## config.mk

```make
export PLATFORM = sky130hd
export DESIGN_NAME = dso_key_menu_flat
export DESIGN_NICKNAME = d
export VERILOG_FILES = /design/src/rtl/dso_key_menu_pkg.sv /design/src/rtl/dso_key_menu_if.sv /design/src/rtl/dso_key_menu_debounce.sv /design/src/rtl/dso_key_menu.sv /design/src/flat_wrapper.sv
export SDC_FILE = /design/constraint.sdc
export NUM_CORES = 1
export LEC_CHECK = 0
export BUFFER_PORTS_ARGS = -buffer_cell sky130_fd_sc_hd__buf_2
export CORE_ASPECT_RATIO = 1.4
export CORE_MARGIN = 2
export CORE_UTILIZATION = 55
export CTS_CLUSTER_DIAMETER = 150
export DETAILED_ROUTE_END_ITERATION = 8
export PLACE_DENSITY_LB_ADDON = 0.05
export SLEW_MARGIN = 30
export SYNTH_ARGS = -nofsm -noshare
export SYNTH_HDL_FRONTEND = slang
export SYNTH_SLANG_ARGS = --single-unit
```

## constraint.sdc

```tcl
create_clock -name sys_clk -period 3.29 [get_ports sys_clk]
set_clock_uncertainty 0.1 [all_clocks]
set_input_delay 0.658 -clock sys_clk [delete_from_list [all_inputs] [get_ports sys_clk]]
set_output_delay 0.658 -clock sys_clk [all_outputs]
set_load 0.02 [all_outputs]
```

## src/rtl/dso_key_menu_pkg.sv

```systemverilog
// Shared DSO configuration definitions: menu encodings, reset values of all config outputs,
// and the v_scale lookup table with its reset index.
package dso_key_menu_pkg;

    typedef enum logic [2:0] {
        M_TLVL = 3'd0,
        M_DECI = 3'd1,
        M_EDGE = 3'd2,
        M_VSCL = 3'd3,
        M_LINE = 3'd4,
        M_FILT = 3'd5
    } menu_e;

    typedef struct packed {
        logic [7:0]  trig_level;
        logic [9:0]  deci_rate;
        logic        trig_edge;
        logic [2:0]  vscl_idx;
        logic        wave_run;
        logic        fft_en;
        logic        fir_en;
        logic [11:0] trig_line;
    } cfg_t;

    localparam logic [9:0] DECI_MIN      = 10'd1;
    localparam logic [9:0] DECI_MAX      = 10'd1023;
    localparam logic [2:0] VSCL_IDX_RST  = 3'd4;
    localparam logic [2:0] VSCL_IDX_MAX  = 3'd6;

    localparam cfg_t CFG_RST = '{
        trig_level: 8'd127,
        deci_rate:  10'd1,
        trig_edge:  1'b1,
        vscl_idx:   VSCL_IDX_RST,
        wave_run:   1'b1,
        fft_en:     1'b0,
        fir_en:     1'b1,
        trig_line:  12'd512
    };

    // Index 0..2 attenuate by 8/4/2, index 3..6 magnify by 1/2/4/8.
    function automatic logic [4:0] vscl_lut(input logic [2:0] idx);
        logic [4:0] v;
        case (idx)
            3'd0:    v = 5'b0_1000;
            3'd1:    v = 5'b0_0100;
            3'd2:    v = 5'b0_0010;
            3'd3:    v = 5'b1_0001;
            3'd4:    v = 5'b1_0010;
            3'd5:    v = 5'b1_0100;
            default: v = 5'b1_1000;
        endcase
        return v;
    endfunction

endpackage

```

## src/rtl/dso_key_menu_if.sv

```systemverilog
// Key inputs and configuration outputs of the DSO menu controller.
// The DSO side (slave) consumes keys and drives the configuration.
interface dso_key_menu_if;
    logic [3:0]  key;
    logic [7:0]  trig_level;
    logic [9:0]  deci_rate;
    logic        trig_edge;
    logic [4:0]  v_scale;
    logic        wave_run;
    logic        fft_en;
    logic        fir_en;
    logic [11:0] trig_line;
    logic [2:0]  menu_sel;
    logic        cfg_upd;

    modport master (
        output key,
        input  trig_level, deci_rate, trig_edge, v_scale, wave_run,
        input  fft_en, fir_en, trig_line, menu_sel, cfg_upd
    );

    modport slave (
        input  key,
        output trig_level, deci_rate, trig_edge, v_scale, wave_run,
        output fft_en, fir_en, trig_line, menu_sel, cfg_upd
    );
endinterface

```

## src/rtl/dso_key_menu_debounce.sv

```systemverilog
// Per-key debounce: 2-FF sync, saturating low-level counter, one-shot press event, optional auto-repeat.
// Latency: event 2 + CNT_MAX+1 cycles after the key goes low; no backpressure, events are pulses.
module key_debounce #(
    parameter logic [19:0] CNT_MAX    = 20'd999_999,
    parameter logic [24:0] REPEAT_DLY = 25'd24_999_999,
    parameter logic [24:0] REPEAT_PER = 25'd4_999_999,
    parameter bit          REPEAT_EN  = 1'b0
) (
    input  logic clk,
    input  logic rst_n,
    input  logic key_n,
    output logic evt
);

    logic        sync1_q, sync1_d, sync2_q, sync2_d;
    logic [19:0] cnt_q, cnt_d;
    logic        held_q, held_d;
    logic [24:0] rep_cnt_q, rep_cnt_d;
    logic        rep_phase_q, rep_phase_d;
    logic        low, full, press, rep_fire;

    always_comb begin
        sync1_d     = key_n;
        sync2_d     = sync1_q;
        low         = ~sync2_q;
        full        = (cnt_q == CNT_MAX);
        cnt_d       = low ? (full ? cnt_q : cnt_q + 20'd1) : 20'd0;
        held_d      = low && full;
        press       = low && full && !held_q;
        rep_fire    = 1'b0;
        rep_cnt_d   = 25'd0;
        rep_phase_d = 1'b0;
        // rep_cnt_q counts cycles since the last press/repeat; phase 0 waits the initial delay.
        if (press) begin
            rep_cnt_d = 25'd1;
        end else if (low && held_q) begin
            if (rep_cnt_q == (rep_phase_q ? REPEAT_PER : REPEAT_DLY)) begin
                rep_fire    = REPEAT_EN;
                rep_cnt_d   = 25'd1;
                rep_phase_d = 1'b1;
            end else begin
                rep_cnt_d   = rep_cnt_q + 25'd1;
                rep_phase_d = rep_phase_q;
            end
        end
        evt = press || rep_fire;
    end

    always_ff @(posedge clk or negedge rst_n) begin
        if (!rst_n) begin
            sync1_q     <= 1'b1;
            sync2_q     <= 1'b1;
            cnt_q       <= 20'd0;
            held_q      <= 1'b0;
            rep_cnt_q   <= 25'd0;
            rep_phase_q <= 1'b0;
        end else begin
            sync1_q     <= sync1_d;
            sync2_q     <= sync2_d;
            cnt_q       <= cnt_d;
            held_q      <= held_d;
            rep_cnt_q   <= rep_cnt_d;
            rep_phase_q <= rep_phase_d;
        end
    end

endmodule

```

## src/rtl/dso_key_menu.sv

```systemverilog
// Key-driven menu controller editing the DSO config registers with saturation.
// Latency: config updates the cycle after a key event, cfg_upd one cycle later; keys have no backpressure.
module dso_key_menu
    import dso_key_menu_pkg::*;
#(
    parameter logic [19:0] CNT_MAX    = 20'd999_999,
    parameter logic [24:0] REPEAT_DLY = 25'd24_999_999,
    parameter logic [24:0] REPEAT_PER = 25'd4_999_999,
    parameter logic [7:0]  TL_STEP    = 8'd4,
    parameter logic [11:0] LINE_STEP  = 12'd8,
    parameter logic [11:0] LINE_MIN   = 12'd0,
    parameter logic [11:0] LINE_MAX   = 12'd1023
) (
    input  logic           sys_clk,
    input  logic           sys_rst_n,
    dso_key_menu_if.slave  bus
);

    logic [3:0] evt;

    for (genvar i = 0; i < 4; i++) begin : g_key
        key_debounce #(
            .CNT_MAX    (CNT_MAX),
            .REPEAT_DLY (REPEAT_DLY),
            .REPEAT_PER (REPEAT_PER),
            .REPEAT_EN  ((i == 1) || (i == 2))
        ) u_db (
            .clk   (sys_clk),
            .rst_n (sys_rst_n),
            .key_n (bus.key[i]),
            .evt   (evt[i])
        );
    end

    menu_e       menu_q, menu_d;
    cfg_t        cfg_q, cfg_d;
    logic        chg_q, chg_d, cfg_upd_q, cfg_upd_d;
    logic        inc, dec;
    logic [8:0]  tl_inc, tl_dec;
    logic [12:0] ln_inc, ln_floor;

    always_comb begin
        menu_d    = menu_q;
        cfg_d     = cfg_q;
        inc       = 1'b0;
        dec       = 1'b0;
        tl_inc    = {1'b0, cfg_q.trig_level} + {1'b0, TL_STEP};
        tl_dec    = {1'b0, cfg_q.trig_level} - {1'b0, TL_STEP};
        ln_inc    = {1'b0, cfg_q.trig_line} + {1'b0, LINE_STEP};
        ln_floor  = {1'b0, LINE_MIN} + {1'b0, LINE_STEP};

        // One event per cycle; lower-priority events in the same cycle are dropped.
        if (evt[3]) begin
            cfg_d.wave_run = ~cfg_q.wave_run;
        end else if (evt[0]) begin
            case (menu_q)
                M_TLVL:  menu_d = M_DECI;
                M_DECI:  menu_d = M_EDGE;
                M_EDGE:  menu_d = M_VSCL;
                M_VSCL:  menu_d = M_LINE;
                M_LINE:  menu_d = M_FILT;
                default: menu_d = M_TLVL;
            endcase
        end else if (evt[1]) begin
            inc = 1'b1;
        end else if (evt[2]) begin
            dec = 1'b1;
        end

        if (inc || dec) begin
            case (menu_q)
                M_TLVL: begin
                    if (inc) cfg_d.trig_level = tl_inc[8] ? 8'hFF : tl_inc[7:0];
                    else     cfg_d.trig_level = tl_dec[8] ? 8'h00 : tl_dec[7:0];
                end
                M_DECI: begin
                    if (inc && cfg_q.deci_rate != DECI_MAX) cfg_d.deci_rate = cfg_q.deci_rate + 10'd1;
                    if (dec && cfg_q.deci_rate != DECI_MIN) cfg_d.deci_rate = cfg_q.deci_rate - 10'd1;
                end
                M_EDGE: cfg_d.trig_edge = ~cfg_q.trig_edge;
                M_VSCL: begin
                    if (inc && cfg_q.vscl_idx < VSCL_IDX_MAX) cfg_d.vscl_idx = cfg_q.vscl_idx + 3'd1;
                    if (dec && cfg_q.vscl_idx != 3'd0)        cfg_d.vscl_idx = cfg_q.vscl_idx - 3'd1;
                end
                M_LINE: begin
                    if (inc) cfg_d.trig_line = (ln_inc > {1'b0, LINE_MAX}) ? LINE_MAX : ln_inc[11:0];
                    else     cfg_d.trig_line = ({1'b0, cfg_q.trig_line} < ln_floor) ? LINE_MIN
                                                : cfg_q.trig_line - LINE_STEP;
                end
                M_FILT: begin
                    // Walk order on inc: 01 -> 10 -> 00 -> 11 -> 01.
                    case ({cfg_q.fft_en, cfg_q.fir_en})
                        2'b01:   {cfg_d.fft_en, cfg_d.fir_en} = inc ? 2'b10 : 2'b11;
                        2'b10:   {cfg_d.fft_en, cfg_d.fir_en} = inc ? 2'b00 : 2'b01;
                        2'b00:   {cfg_d.fft_en, cfg_d.fir_en} = inc ? 2'b11 : 2'b10;
                        default: {cfg_d.fft_en, cfg_d.fir_en} = inc ? 2'b01 : 2'b00;
                    endcase
                end
                default: ;
            endcase
        end

        chg_d     = (cfg_d != cfg_q);
        cfg_upd_d = chg_q;
    end

    always_ff @(posedge sys_clk or negedge sys_rst_n) begin
        if (!sys_rst_n) begin
            menu_q    <= M_TLVL;
            cfg_q     <= CFG_RST;
            chg_q     <= 1'b0;
            cfg_upd_q <= 1'b0;
        end else begin
            menu_q    <= menu_d;
            cfg_q     <= cfg_d;
            chg_q     <= chg_d;
            cfg_upd_q <= cfg_upd_d;
        end
    end

    assign bus.trig_level = cfg_q.trig_level;
    assign bus.deci_rate  = cfg_q.deci_rate;
    assign bus.trig_edge  = cfg_q.trig_edge;
    assign bus.v_scale    = vscl_lut(cfg_q.vscl_idx);
    assign bus.wave_run   = cfg_q.wave_run;
    assign bus.fft_en     = cfg_q.fft_en;
    assign bus.fir_en     = cfg_q.fir_en;
    assign bus.trig_line  = cfg_q.trig_line;
    assign bus.menu_sel   = menu_q;
    assign bus.cfg_upd    = cfg_upd_q;

endmodule

```

## src/flat_wrapper.sv

```systemverilog
// flat-port wrapper written by rule: the top's interface ports become plain ports
module dso_key_menu_flat import dso_key_menu_pkg::*;
#(
    parameter logic [19:0] CNT_MAX    = 20'd999_999,
    parameter logic [24:0] REPEAT_DLY = 25'd24_999_999,
    parameter logic [24:0] REPEAT_PER = 25'd4_999_999,
    parameter logic [7:0]  TL_STEP    = 8'd4,
    parameter logic [11:0] LINE_STEP  = 12'd8,
    parameter logic [11:0] LINE_MIN   = 12'd0,
    parameter logic [11:0] LINE_MAX   = 12'd1023
)
  (sys_clk, sys_rst_n, bus_key, bus_trig_level, bus_deci_rate, bus_trig_edge, bus_v_scale, bus_wave_run, bus_fft_en, bus_fir_en, bus_trig_line, bus_menu_sel, bus_cfg_upd);
  dso_key_menu_if bus_i ();
  input  logic sys_clk;
  input  logic sys_rst_n;
  input wire logic [$bits(bus_i.key)-1:0] bus_key;
  output wire logic [$bits(bus_i.trig_level)-1:0] bus_trig_level;
  output wire logic [$bits(bus_i.deci_rate)-1:0] bus_deci_rate;
  output wire logic [$bits(bus_i.trig_edge)-1:0] bus_trig_edge;
  output wire logic [$bits(bus_i.v_scale)-1:0] bus_v_scale;
  output wire logic [$bits(bus_i.wave_run)-1:0] bus_wave_run;
  output wire logic [$bits(bus_i.fft_en)-1:0] bus_fft_en;
  output wire logic [$bits(bus_i.fir_en)-1:0] bus_fir_en;
  output wire logic [$bits(bus_i.trig_line)-1:0] bus_trig_line;
  output wire logic [$bits(bus_i.menu_sel)-1:0] bus_menu_sel;
  output wire logic [$bits(bus_i.cfg_upd)-1:0] bus_cfg_upd;
  assign bus_i.key = bus_key;
  assign bus_trig_level = bus_i.trig_level;
  assign bus_deci_rate = bus_i.deci_rate;
  assign bus_trig_edge = bus_i.trig_edge;
  assign bus_v_scale = bus_i.v_scale;
  assign bus_wave_run = bus_i.wave_run;
  assign bus_fft_en = bus_i.fft_en;
  assign bus_fir_en = bus_i.fir_en;
  assign bus_trig_line = bus_i.trig_line;
  assign bus_menu_sel = bus_i.menu_sel;
  assign bus_cfg_upd = bus_i.cfg_upd;
  dso_key_menu #(.CNT_MAX(CNT_MAX), .REPEAT_DLY(REPEAT_DLY), .REPEAT_PER(REPEAT_PER), .TL_STEP(TL_STEP), .LINE_STEP(LINE_STEP), .LINE_MIN(LINE_MIN), .LINE_MAX(LINE_MAX)) u_core (.sys_clk(sys_clk), .sys_rst_n(sys_rst_n), .bus(bus_i));
endmodule
```

; Yosys cells after proc, flatten, opt, wreduce, memory -nomap -nowiden
; Index checks and enable logic that the tools add are counted.
; Widths: inputs -> output; s select.
[word_totals]
word_cells = 169
ff_bits = 186
inputBits = 6
[op_classes]
mux = 61
bitwise = 7
n_eq_ne = 27
magnitude_cmp = 3
n_reduce_logical = 26
add_sub_neg = 14
[op_table]
columns = op, count
row1 = $mux 25, 8
row2 = $mux 20, 8
row3 = $add 20x1->20 const B, 4
row4 = $eq 20x20->1 const B, 4
row5 = $add 25x1->25 const B, 2
row6 = $eq 25x25->1, 2
row7 = $mux 12, 4
row8 = $ne 37x37->1, 1
row9 = $mux 8, 4
row10 = $mux 10, 3
row11 = $pmux 5 s6, 1
row12 = $mux 1, 25
row13 = $mux 22, 1
row14 = $pmux 3 s5, 1
row15 = $logic_and 1x1->1, 14
row16 = $mux 14, 1
row17 = $add 12x4->13 const B, 1
row18 = $gt 13x10->1 const B, 1
row19 = $eq 3x2->1 const B, 4
row20 = $eq 3x3->1 const B, 4
row21 = $lt 12x4->1 const B, 1
row22 = $sub 12x4->12 const B, 1
row23 = $add 10x1->10 const B, 1
row24 = $ne 10x1->1 const B, 1
row25 = other kinds (22), 41

; Depth between registers and ports, before layout
; Gate-level depths: netlist of the first run.
[logic_depth]
word_depth = 15
ltp_mapped = 13
ltp_nobuf = 10

; Cells and area by module
; A second synthesis of the first run with hierarchy kept.
[unflattened]
cells_unflattened = 1201
hier_area_um2 = 10772.8
[modules_own_cells]
columns = mod, instances, seq_area_each_um2, area_per_inst_um2, cells_each
row1 = key_debounce at u_core.g_key[1].u_db ..., 2, 1228.7, 2434.8, 253
row2 = dso_key_menu, 1, 1067.3, 3653.5, 467
row3 = key_debounce at u_core.g_key[0].u_db ..., 2, 578.1, 1124.8, 114

; Worst setup path before layout of the first run
; OpenSTA, ideal clock, no wires.
[synth_timing]
kind = flip-flop to flip-flop
from = register u_core.g_key[1].u_db.cnt_q[7]
to = register u_core.chg_q (netlist: u_core.cfg_upd_d)
required_time_ns = 3.052
arrival_ns = 2.972
path_buffers = 1
setup_slack_ns = 0.080
stages_incl_launch_ff = 10
synth_period_minus_slack_ns = 3.210
path_cell_list = dfrtp_1 -> or4_1 -> or4_4 -> or3_4 -> a2111oi_4 -> buf_6 -> o21ai_2 -> a221o_1 -> a221oi_2 -> nand4_1
[synth_between]
elab_chain_cells = 14
[synth_rtl]
columns = item, line
row1 = start: declaration, dso_key_menu_debounce.sv:16  ; logic [19:0] cnt_q, cnt_d;
row2 = start signal: assignment, dso_key_menu_debounce.sv:60  ; cnt_q <= cnt_d;
row3 = $eq 20x20->1 (*), dso_key_menu_debounce.sv:26  ; full = (cnt_q == CNT_MAX);
row4 = $logic_and 1x1->1 (*) (2 in series), dso_key_menu_debounce.sv:29  ; press = low && full && !held_q;
row5 = $mux 1, dso_key_menu_debounce.sv:34  ; if (press) begin
row6 = $logic_or 1x1->1 (*), dso_key_menu_debounce.sv:46  ; evt = press || rep_fire;
row7 = $mux 1, dso_key_menu.sv:64  ; end else if (evt[1]) begin
row8 = $mux 1, dso_key_menu.sv:55  ; end else if (evt[0]) begin
row9 = $mux 1, dso_key_menu.sv:53  ; if (evt[3]) begin
row10 = $logic_and 1x1->1 (on tied branches), "dso_key_menu.sv:82, dso_key_menu.sv:77"
row11 = $mux 3 / $mux 10 (equally long branches), "dso_key_menu.sv:82, dso_key_menu.sv:77"
row12 = $mux 3 / $mux 10 (equally long branches), "dso_key_menu.sv:83, dso_key_menu.sv:78"
row13 = $mux 3 / $mux 10 (equally long branches), dso_key_menu.sv:71  ; case (menu_q)
row14 = $mux 22, dso_key_menu.sv:70  ; if (inc || dec) begin
row15 = $ne 37x37->1 (*), dso_key_menu.sv:103  ; chg_d = (cfg_d != cfg_q);
row16 = net u_core.chg_d, dso_key_menu.sv:37  ; logic chg_q, chg_d, cfg_upd_q, cfg_upd_d;
row17 = end signal: assignment, dso_key_menu.sv:116  ; chg_q <= chg_d;
row18 = end: declaration, dso_key_menu.sv:37
; Mark *: on every way through the listed nets, which the timed path passes. The rest lies on a longest branch.
; A chain may end at the register's enable or synchronous reset.

; Worst setup path after layout of the first run
; Same ends and word-level chain as after synthesis.

==> results.py, run 1 <==
metrics = {
    "run_status": {
        "status": "complete, but fails checks",
        "violations": "negative setup slack",
    },
    "routing": {
        "final_antenna_net_count": 0,
        "totalWireLength_um": 26800,
        "vias": 9296,
        "drcViolationCount": 0,
        "first_iter_violations": 724,
        "wl_per_cell_um": 16.8,
        "vias_per_cell": 5.82,
        "firstDrtPassIters": 6,
    },
    "final_layout": {
        "syn_to_final_growth_pct": 16.4,
        "diodes": 0,
        "instances_no_fill": 1596,
        "final_common_cell": "nor2_1",
        "fin_nets": 1362,
        "drive_above_1_share_pct": 20.0,
        "mostFrequentLayoutCells": "nor2_1 (175), dfrtp_1 (165), buf_4 (115)",
        "final_area_mm2": 0.0126,
    },
    "synth": {
        "ys_seq_elements": 186,
        "syn_area_mm2": 0.0108,
        "ys_seq_area_share_pct": 43.3,
        "yosysTopAreaCell": "dfrtp_1",
        "ys_warn_count": 0,
        "syn_inst": 1215,
        "synth_top_cell_area_share_pct": 38.2,
        "syn-num-nets": 1242,
        "async_flop_share_pct": 100,
        "synthTopCellsByArea": "dfrtp_1 (38%), nor2_1 (6.1%), xor2_1 (5.9%), dfstp_2 (5.1%), nand2_1 (3.9%)",
        "syn_avg_cell_area_um2": 8.90,
        "synthFlopType": "dfrtp_1",
        "synth_edf_count": 0,
        "synth.distinct_cells": 74,
    },
    "power_and_ir_drop": {
        "ir_drop_uv": 335,
        "clock_power_share_pct": 43.5,
        "combPwrFrac_pct": 2.2,
        "power_switching_uw": 989,
        "p_sw_share_pct": 23.0,
        "leakage_nw": 5.55,
        "seqPwrFrac_pct": 54.3,
        "internal_power_mw": 3.31,
        "powerDensity_mw_per_mm2": 341,
    },
    "worst_setup_path": {
        "critPathKind": "flip-flop to flip-flop",
        "crit_arrival_ns": 3.64,
        "cp_max_fo": 9,
        "required_ns": 3.56,
        "cp-end-kind": "flip-flop",
        "reg2reg_slack_ns": -0.08,
        "start_kind": "flip-flop",
    },
    "sta": {
        "period_needed_ns": 3.37,
        "tns_ns": -0.193,
        "whs_ns": 0.129,
        "slew-limit-headroom_pct": 48.9,
        "fin_crit_sh_pct": 102,
        "rsz0062_at_grt": "yes",
        "tightest_slew_ns": 0.761,
        "setup_viol": 4,
        "clock.fmax_mhz": 297,
        "hold_violations": 0,
        "worst_slack_ns": -0.0815,
        "drv_slew": 0,
    },
    "die": {
        "ioPinCount": 49,
        "initial_core_util_pct": 56.3,
        "die_h_um": 170,
        "die_area_mm2": 0.0208,
        "coreArea_mm2": 0.0192,
        "core.rowCount": 60,
        "die-width_um": 123,
    },
    "placed_design": {
        "dp.cells": 1554,
        "gp_congestion": 0.955,
        "dp_hpwl_um": 19500,
        "port_buffers": 48,
        "pre_cts_slack_ns": -0.0441,
        "dpl-instance-area_mm2": 0.0118,
    },
    "clock_network": {
        "cts_tree": "yes",
        "htreeDepth": 4,
        "clk_latency_ns": 0.44,
        "path_clk_slew_ns": 0.07,
        "cts_buffer_depth": 2,
        "ctsHoldBuffers": 0,
        "cts_buffers": 17,
        "cts.sinks": 186,
        "root_buffer": "clkbuf_16",
    },
    "global_route": {
        "track_usage_pct": 26.4,
        "grt_overflow": 0,
        "antenna_found_initial": 0,
        "grt_pass1_wl_um": 44200,
        "grt_pass1_vias": 9061,
        "grt_max_degree": 75,
    },
    "min_path": {
        "hold_path.class": "input pin to asynchronous set/reset pin",
    },
    "job": {
        "max_cap_viol_count": 0,
    },
}
==> logic make-up (layout without fill, tap and decap cells) <==
family                   count (synthesis)  in the layout  synth area share (%)
AO/OA/AOI/OAI                          191            191                  11.3
AND/OR/NAND/NOR                        591            592                  28.0
XOR/XNOR                               114            114                  9.23
adder cells (fa/ha/maj)                 21             21                  2.43
buffers and inverters                  102            234                  4.79
multiplexers                            10             10                 0.972
flip-flops                             186            186                  43.3
==> cells in the mapped netlist, types with 9 or more instances <==
master and n:
o21ai_0 52, and3_1 38, ha_1 21, nor2_1 177, nand4_1 22, buf_4 31
a21oi_1 61, clkbuf_1 33, inv_1 33, xor2_1 73, or2_2 10, nand2b_1 10
or3_1 27, nor2b_1 9, dfrtp_1 165, nand3_1 66, dfstp_2 21, nand2_1 112
nor3_1 33, and2_1 12, nor4_1 19, xnor2_1 41
==> area by class of cell <==
cell class	instances	area, um2
Tap cell	248	310
Fill cell	1641	6630
Clock buffer	22	444
Sequential cell	186	4680
Timing Repair Buffer	169	1200
Multi-Input combinational cell	928	5760
Inverter	33	124
Clock inverter	10	75.1
==> final timing paths <==
check / startpoint / to / cells past startpoint
worst max-delay path: u_core.g_key[1].u_db.cnt_q[7] / u_core.cfg_upd_d / 10
worst min-delay path: sys_rst_n / u_core.g_key[2].u_db.cnt_q[12] / 1
worst max register to register: u_core.g_key[1].u_db.cnt_q[7] / u_core.cfg_upd_d / 10
worst min register to register: u_core.g_key[3].u_db.sync1_q / u_core.g_key[3].u_db.sync2_q / 0
max in group asynchronous: sys_rst_n / u_core.bus.wave_run / 2
min in group sys_clk: bus_key[2] / u_core.g_key[2].u_db.sync1_q / 1
==> repair_timing <==
item / CTS / global route
pin swaps: 1 / 12
cloned: 0 / 1
setup endpoints to repair: 7 / 19
buffers inserted: 0 / 9
gates resized for setup: 3 / 31
==> per-layer routing <==
metal,part of all wire [%],GRT usage [%]
met4,2.8,10.8
met1,42,32.5
met2,52,45.8
met5,0,0
met3,3.6,4.05
==> power by group through the flow <==
stage	Sequential, mW	Combinational (mW)	Clock, mW
global placement	2.38	0.0957	0
CTS	2.33	0.0982	1.91
finish	2.34	0.0935	1.87
detailed placement	2.38	0.0981	0
floorplan	2.36	0.0403	0
global route	2.34	0.111	2.01
==> worst max-delay path, cell delays in order, from the launching register on <==
cell	delay [ns]
dfrtp_1	0.37
or4_1	0.52
or4_4	0.57
or3_4	0.39
a2111oi_4	0.39
buf_4	0.25
a32oi_1	0.13
a22o_1	0.28
a21oi_2	0.15
nor4_2	0.07
nand4_1	0.10
==> sequential cells by signal (all words and copies together), names as in the netlist <==
name / flops
u_core.bus.wave_run: 1
u_core.bus.cfg_upd: 1
u_core.bus.menu_sel: 3
u_core.bus.trig_line: 12
u_core.g_key.u_db.sync2_q: 4
u_core.g_key.u_db.rep_cnt_q: 50
u_core.cfg_upd_d: 1
u_core.bus.trig_edge: 1
u_core.g_key.u_db.rep_phase_q: 2
u_core.g_key.u_db.held_q: 4
u_core.bus.trig_level: 8
u_core.bus.fir_en: 1
u_core.bus.deci_rate: 10
u_core.cfg_q: 3
u_core.g_key.u_db.sync1_q: 4
u_core.bus.fft_en: 1
u_core.g_key.u_db.cnt_q: 80
==> per-stage QoR <==
step | total power [mW] | util [%]
5_1_grt | 4.45 | 65.5
4_1_cts | 4.35 | 64.4
6_report | 4.30 | 65.5
2_1_floorplan | 2.40 | -
3_5_place_dp | 2.48 | 61.6
3_3_place_gp | 2.47 | 61.6
Power figures use the tool's default switching activity.
==> inputs of run 2 (changes only) <==
--- a/config.mk
+++ b/config.mk
@@ -12,7 +12,7 @@
 export CTS_CLUSTER_DIAMETER = 150
 export DETAILED_ROUTE_END_ITERATION = 8
 export PLACE_DENSITY_LB_ADDON = 0.05
-export SLEW_MARGIN = 30
+export SETUP_SLACK_MARGIN = 0.1
 export SYNTH_ARGS = -nofsm -noshare
 export SYNTH_HDL_FRONTEND = slang
 export SYNTH_SLANG_ARGS = --single-unit
==> constraint.sdc (replaced) <==
create_clock -name sys_clk -period 3.29 [get_ports sys_clk]
set_clock_uncertainty 0.1 [all_clocks]
set_input_delay 0.658 -clock sys_clk [delete_from_list [all_inputs] [get_ports sys_clk]]
set_output_delay 0.658 -clock sys_clk [all_outputs]
set_load 0.1 [all_outputs]
==> run 2 against run 1 <==
Largest cell class unchanged. Combinational power grew 8%. Final cell count rose by 0.19%. Flip-flop and latch count unchanged. First-iteration DRC count down 11%. Hold slack worse by 0.053 ns. Register-to-register slack improved by 0.05 ns. Global-route usage grew 0.66 points. Worst setup slack better by 0.052 ns. Routed wire length grew 0.54%. Final area increased by 1.9%. The run still ends with negative setup slack left. Critical path type unchanged.
==> results.py, run 2 (same netlist as run 1, synthesis figures left out) <==
metrics = {
    "run_status": {
        "status": "complete, but fails checks",
        "violations": "negative setup slack",
    },
    "die": {
        "core.rowCount": 60,
        "coreArea_mm2": 0.0192,
        "die_area_mm2": 0.0208,
        "die-width_um": 123,
        "ioPinCount": 49,
        "initial_core_util_pct": 56.3,
        "die_h_um": 170,
    },
    "worst_setup_path": {
        "r2r-end": "u_core.cfg_upd_d",
        "reg2reg_slack_ns": -0.03,
        "ff2ff_path_depth": 9,
        "required_ns": 3.49,
        "critPathKind": "flip-flop to flip-flop",
        "crit_start": "u_core.g_key[1].u_db.cnt_q[7]",
        "cp_max_fo": 3,
        "crit_end": "u_core.cfg_upd_d",
        "cp-end-kind": "flip-flop",
        "start_kind": "flip-flop",
        "r2r-start": "u_core.g_key[1].u_db.cnt_q[7]",
        "crit_arrival_ns": 3.52,
    },
    "final_layout": {
        "drive_above_1_share_pct": 21.5,
        "final_common_cell": "nor2_1",
        "instances_no_fill": 1599,
        "largest_register": "u_core.g_key.u_db.cnt_q",
        "diodes": 0,
        "syn_to_final_growth_pct": 18.6,
        "largest_register_ffs": 80,
        "fin_nets": 1365,
        "final_area_mm2": 0.0128,
        "mostFrequentLayoutCells": "nor2_1 (173), dfrtp_1 (165), buf_4 (114)",
    },
    "min_path": {
        "hold_path.class": "input pin to asynchronous set/reset pin",
    },
    "clock_network": {
        "cts_buffer_depth": 2,
        "path_clk_slew_ns": 0.08,
        "cts_tree": "yes",
        "clk_latency_ns": 0.44,
        "root_buffer": "clkbuf_16",
        "cts.sinks": 186,
        "htreeDepth": 4,
        "cts_buffers": 17,
    },
    "sta": {
        "tightest_slew_ns": 0.583,
        "setup_viol": 1,
        "worst_slack_ns": -0.0296,
        "period_needed_ns": 3.32,
        "rsz0062_at_grt": "yes",
        "drv_slew": 0,
        "slew-limit-headroom_pct": 60.0,
        "hold_violations": 0,
        "fin_crit_sh_pct": 101,
        "clock.fmax_mhz": 301,
    },
    "placed_design": {
        "dp_hpwl_um": 19600,
        "gp_congestion": 0.997,
        "dpl-instance-area_mm2": 0.0119,
        "port_buffers": 48,
        "dp.cells": 1554,
    },
    "global_route": {
        "grt_max_degree": 70,
        "grt_pass1_vias": 9365,
        "antenna_found_initial": 0,
        "grt_pass1_wl_um": 45000,
        "grt_overflow": 0,
        "track_usage_pct": 27.1,
    },
    "routing": {
        "firstDrtPassIters": 5,
        "vias_per_cell": 5.82,
        "final_antenna_net_count": 0,
        "wl_per_cell_um": 16.9,
        "vias": 9306,
        "drcViolationCount": 0,
        "first_iter_violations": 646,
        "totalWireLength_um": 27000,
    },
    "power_and_ir_drop": {
        "ir_drop_uv": 306,
        "powerDensity_mw_per_mm2": 342,
        "leakage_nw": 5.61,
    },
    "job": {
        "max_cap_viol_count": 0,
    },
}
-- run 2: cell count changes in the layout (fill, tap and decap cells not counted), moves of 2 or more --
cell and change:
clkbuf_1 -4, nor3_1 -2, nor4_1 -2, buf_6 +3
o21ai_0 -3, nor2_4 +2, nor2_1 -2, o21ai_1 +3
a21oi_4 +2
-- run 2: power breakdown --
| part | leakage (nW) | internal (mW) | switching, mW | total (mW) |
|---|---|---|---|---|
| Sequential | 2.51 | 2.31 | 0.0209 | 2.33 |
| Clock | 0.263 | 1.01 | 0.946 | 1.95 |
| Combinational | 2.83 | 0.0262 | 0.0746 | 0.101 |
| Total | 5.61 | 3.34 | 1.04 | 4.38 |
-- run 2: worst min-delay path by stage --
| stage | startpoint | endpoint | slack [ns] | cells after the start |
|---|---|---|---|---|
| after floorplan | u_core.cfg_upd_d | u_core.bus.cfg_upd | 0.23 | 0 |
| after global placement | u_core.g_key[2].u_db.sync1_q | u_core.g_key[2].u_db.sync2_q | 0.25 | 0 |
| after detailed placement | u_core.g_key[2].u_db.sync1_q | u_core.g_key[2].u_db.sync2_q | 0.25 | 0 |
| after CTS | sys_rst_n | u_core.g_key[2].u_db.cnt_q[11] | 0.08 | 1 |
| after global routing | sys_rst_n | u_core.g_key[2].u_db.cnt_q[10] | 0.08 | 1 |
| final | sys_rst_n | u_core.g_key[2].u_db.cnt_q[12] | 0.08 | 1 |
-- run 2: layout make-up --
class	instances	area [um2]
fillers	1666	6390
well taps	248	310
inverters	33	124
clock inverters	13	114
multi-input cells	928	5910
repair buffers	172	1240
flip-flops and latches	186	4680
clock buffers	19	443
-- run 2: routing by layer --
metal | part of all wire [%] | track usage (%)
met4 | 3.2 | 11.1
met1 | 41 | 32.7
met5 | 0 | 0
met2 | 52 | 47.2
met3 | 4.0 | 4.79
-- run 2: timing repair --
action,CTS,global route
pin swaps,7,18
resized for setup,17,47
endpoints found under the setup margin,27,25
hold endpoints to repair,0,0
buffers inserted,3,9
hold buffers,0,0
gates cloned,1,0
-- run 2: critical path, stage by stage, from the launching register on --
cell	delay, ns
dfrtp_1	0.37
or4_1	0.51
or4_4	0.52
or3_4	0.39
a2111oi_4	0.39
buf_4	0.19
o21ai_2	0.04
a221o_1	0.31
a221oi_2	0.25
nand4_1	0.11
-- run 2: through the flow --
step                      setup WS [ns]  hold WS (ns)  power (mW)  util [%]  TNS (ns)
final                           -0.0296        0.0759        4.38      66.7   -0.0296
after global routing             -0.130        0.0825        4.56      66.7    -0.179
after CTS                       -0.0705        0.0836        4.43      65.1   -0.0745
after detailed placement         -0.122         0.247        2.48      61.7    -0.363
after global placement          -0.0429         0.246        2.47      61.7   -0.0766
after floorplan                  0.0802         0.231        2.40         -         0
==> inputs of run 3 (changes only) <==
--- a/config.mk
+++ b/config.mk
@@ -6,7 +6,6 @@
 export NUM_CORES = 1
 export LEC_CHECK = 0
 export BUFFER_PORTS_ARGS = -buffer_cell sky130_fd_sc_hd__buf_2
-export CORE_ASPECT_RATIO = 1.4
 export CORE_MARGIN = 2
 export CORE_UTILIZATION = 55
 export CTS_CLUSTER_DIAMETER = 150
==> run 3 against run 2 <==
The run still ends with negative setup slack left. Routed wire length fell by 4.0%. Hold slack better by 0.054 ns. Final area rose by 0.72%. Die area barely moved.
==> results.py, run 3 (same netlist as run 1, synthesis figures left out) <==
metrics = {
    "run_status": {
        "status": "complete, but fails checks",
        "violations": "negative setup slack",
    },
    "worst_setup_path": {
        "critPathKind": "flip-flop to flip-flop",
        "crit_arrival_ns": 3.58,
        "start_kind": "flip-flop",
        "path_cells": "or4_1 -> or4_4 -> or3_4 -> a2111oi_4 -> buf_4 -> o21ai_2 -> a221o_1 -> a221oi_2 -> nand4_1",
        "cp-end-kind": "flip-flop",
        "cp_max_fo": 3,
        "crit_buf_inv": 1,
        "reg2reg_slack_ns": -0.09,
        "slowest_stage": "or4_4",
        "max_stage_delay_ns": 0.55,
        "cp_top_family": "simple AND/OR/NAND/NOR gates",
        "required_ns": 3.49,
    },
    "power_and_ir_drop": {
        "powerDensity_mw_per_mm2": 356,
        "leakage_nw": 5.66,
        "ir_drop_uv": 373,
        "p_total_mw": 4.59,
    },
    "placed_design": {
        "pre_cts_slack_ns": -0.0860,
        "port_buffers": 48,
        "dp_hpwl_um": 18200,
        "dpl-instance-area_mm2": 0.0119,
        "gp_congestion": 0.931,
    },
    "final_layout": {
        "final_common_cell": "nor2_1",
        "mostFrequentLayoutCells": "nor2_1 (172), dfrtp_1 (165), buf_4 (122)",
        "final_util_pct": 66.6,
        "largest_register": "u_core.g_key.u_db.cnt_q",
        "syn_to_final_growth_pct": 19.4,
        "final_area_mm2": 0.0129,
        "fin_nets": 1370,
        "drive_above_1_share_pct": 22.2,
        "largest_register_ffs": 80,
        "diodes": 0,
    },
    "die": {
        "core.rowCount": 51,
        "ioPinCount": 49,
        "die_area_mm2": 0.0208,
        "die-width_um": 144,
        "die_h_um": 144,
        "coreArea_mm2": 0.0194,
        "initial_core_util_pct": 55.8,
    },
    "global_route": {
        "grt_overflow": 0,
        "antenna_found_initial": 0,
        "grt_pass1_vias": 8645,
        "grt_pass1_wl_um": 41900,
        "grt_max_degree": 75,
        "track_usage_pct": 25.1,
    },
    "clock_network": {
        "ctsHoldBuffers": 0,
        "cts_buffers": 17,
        "cts_buffer_depth": 2,
        "clk_latency_ns": 0.44,
        "cts_tree": "yes",
        "htreeDepth": 4,
        "cts.sinks": 186,
        "root_buffer": "clkbuf_16",
        "path_clk_slew_ns": 0.07,
    },
    "routing": {
        "wl_per_cell_um": 16.0,
        "first_iter_violations": 596,
        "vias": 9275,
        "vias_per_cell": 5.72,
        "drcViolationCount": 0,
        "totalWireLength_um": 25900,
        "final_antenna_net_count": 0,
        "firstDrtPassIters": 5,
    },
    "sta": {
        "drv_slew": 0,
        "fin_crit_sh_pct": 103,
        "slew-limit-headroom_pct": 46.1,
        "tightest_slew_ns": 0.800,
        "clock.fmax_mhz": 295,
        "rsz0062_at_grt": "yes",
        "worst_slack_ns": -0.0943,
        "period_needed_ns": 3.38,
        "whs_ns": 0.130,
        "hold_violations": 0,
        "setup_viol": 4,
    },
    "job": {
        "max_cap_viol_count": 0,
    },
    "min_path": {
        "hold_path.class": "input pin to asynchronous set/reset pin",
    },
}
## run 3: changes by cell type in the layout (fill, tap and decap cells not counted), sizes merged
cell,before,now
bufinv,0,2
clkinv,5,6
buf,171,176
clkinvlp,4,1
inv,37,39
clkbuf,20,18
## run 3: metal layers
layer	global-route usage [%]	up-vias	routed length, um
met1	34.7	4458	11800
met4	7.41	0	518
met5	0	-	0
li1	-	4510	-
met3	4.01	44	1240
met2	40.9	263	12300
## run 3: stage by stage
stage | setup TNS (ns) | instances
after floorplan | 0 | 1215
after global placement | -0.220 | 1570
after detailed placement | -0.382 | 1570
after CTS | -0.0558 | 1608
after global routing | -0.893 | 1621
final | -0.151 | 1621
## run 3: layout make-up
type	count	area, um2
Sequential cell	186	4680
Tap cell	265	332
Fill cell	1647	6480
Timing Repair Buffer	177	1260
Multi-Input combinational cell	928	5890
Clock inverter	15	200
Inverter	33	124
Clock buffer	17	425
## run 3: worst register-to-register path: cells and delay by family, from the launching register on
kind | cells | cell delay (ns)
and+or+nand+nor | 4 | 1.55
AOI/OAI and AO/OA | 4 | 1.03
DFF | 1 | 0.38
buffers and inverters | 1 | 0.20
## run 3: final timing paths
path                                               start                            endpoint  cells after the start
max in group asynchronous                      sys_rst_n        u_core.g_key[0].u_db.sync2_q                      2
hold / removal                                 sys_rst_n  u_core.g_key[2].u_db.rep_cnt_q[13]                      1
setup / recovery           u_core.g_key[1].u_db.cnt_q[7]                    u_core.cfg_upd_d                      9
setup reg to reg           u_core.g_key[1].u_db.cnt_q[7]                    u_core.cfg_upd_d                      9
hold reg to reg             u_core.g_key[2].u_db.sync1_q        u_core.g_key[2].u_db.sync2_q                      0
min in group sys_clk                          bus_key[0]        u_core.g_key[0].u_db.sync1_q                      1
## run 3: where the power goes
group          switching (mW)  internal [mW]  leakage, nW  total [mW]
sequential             0.0203           2.31         2.51        2.33
combinational          0.0750         0.0262         2.84       0.101
clock                    1.00           1.16        0.301        2.17
total                    1.10           3.50         5.66        4.59
## run 3: what timing repair did
| action | CTS | global route |
|---|---|---|
| gates cloned | 1 | 0 |
| endpoints found under the setup margin | 18 | 33 |
| pin swaps | 7 | 16 |
| setup buffers | 5 | 14 |
| resized for setup | 16 | 53 |
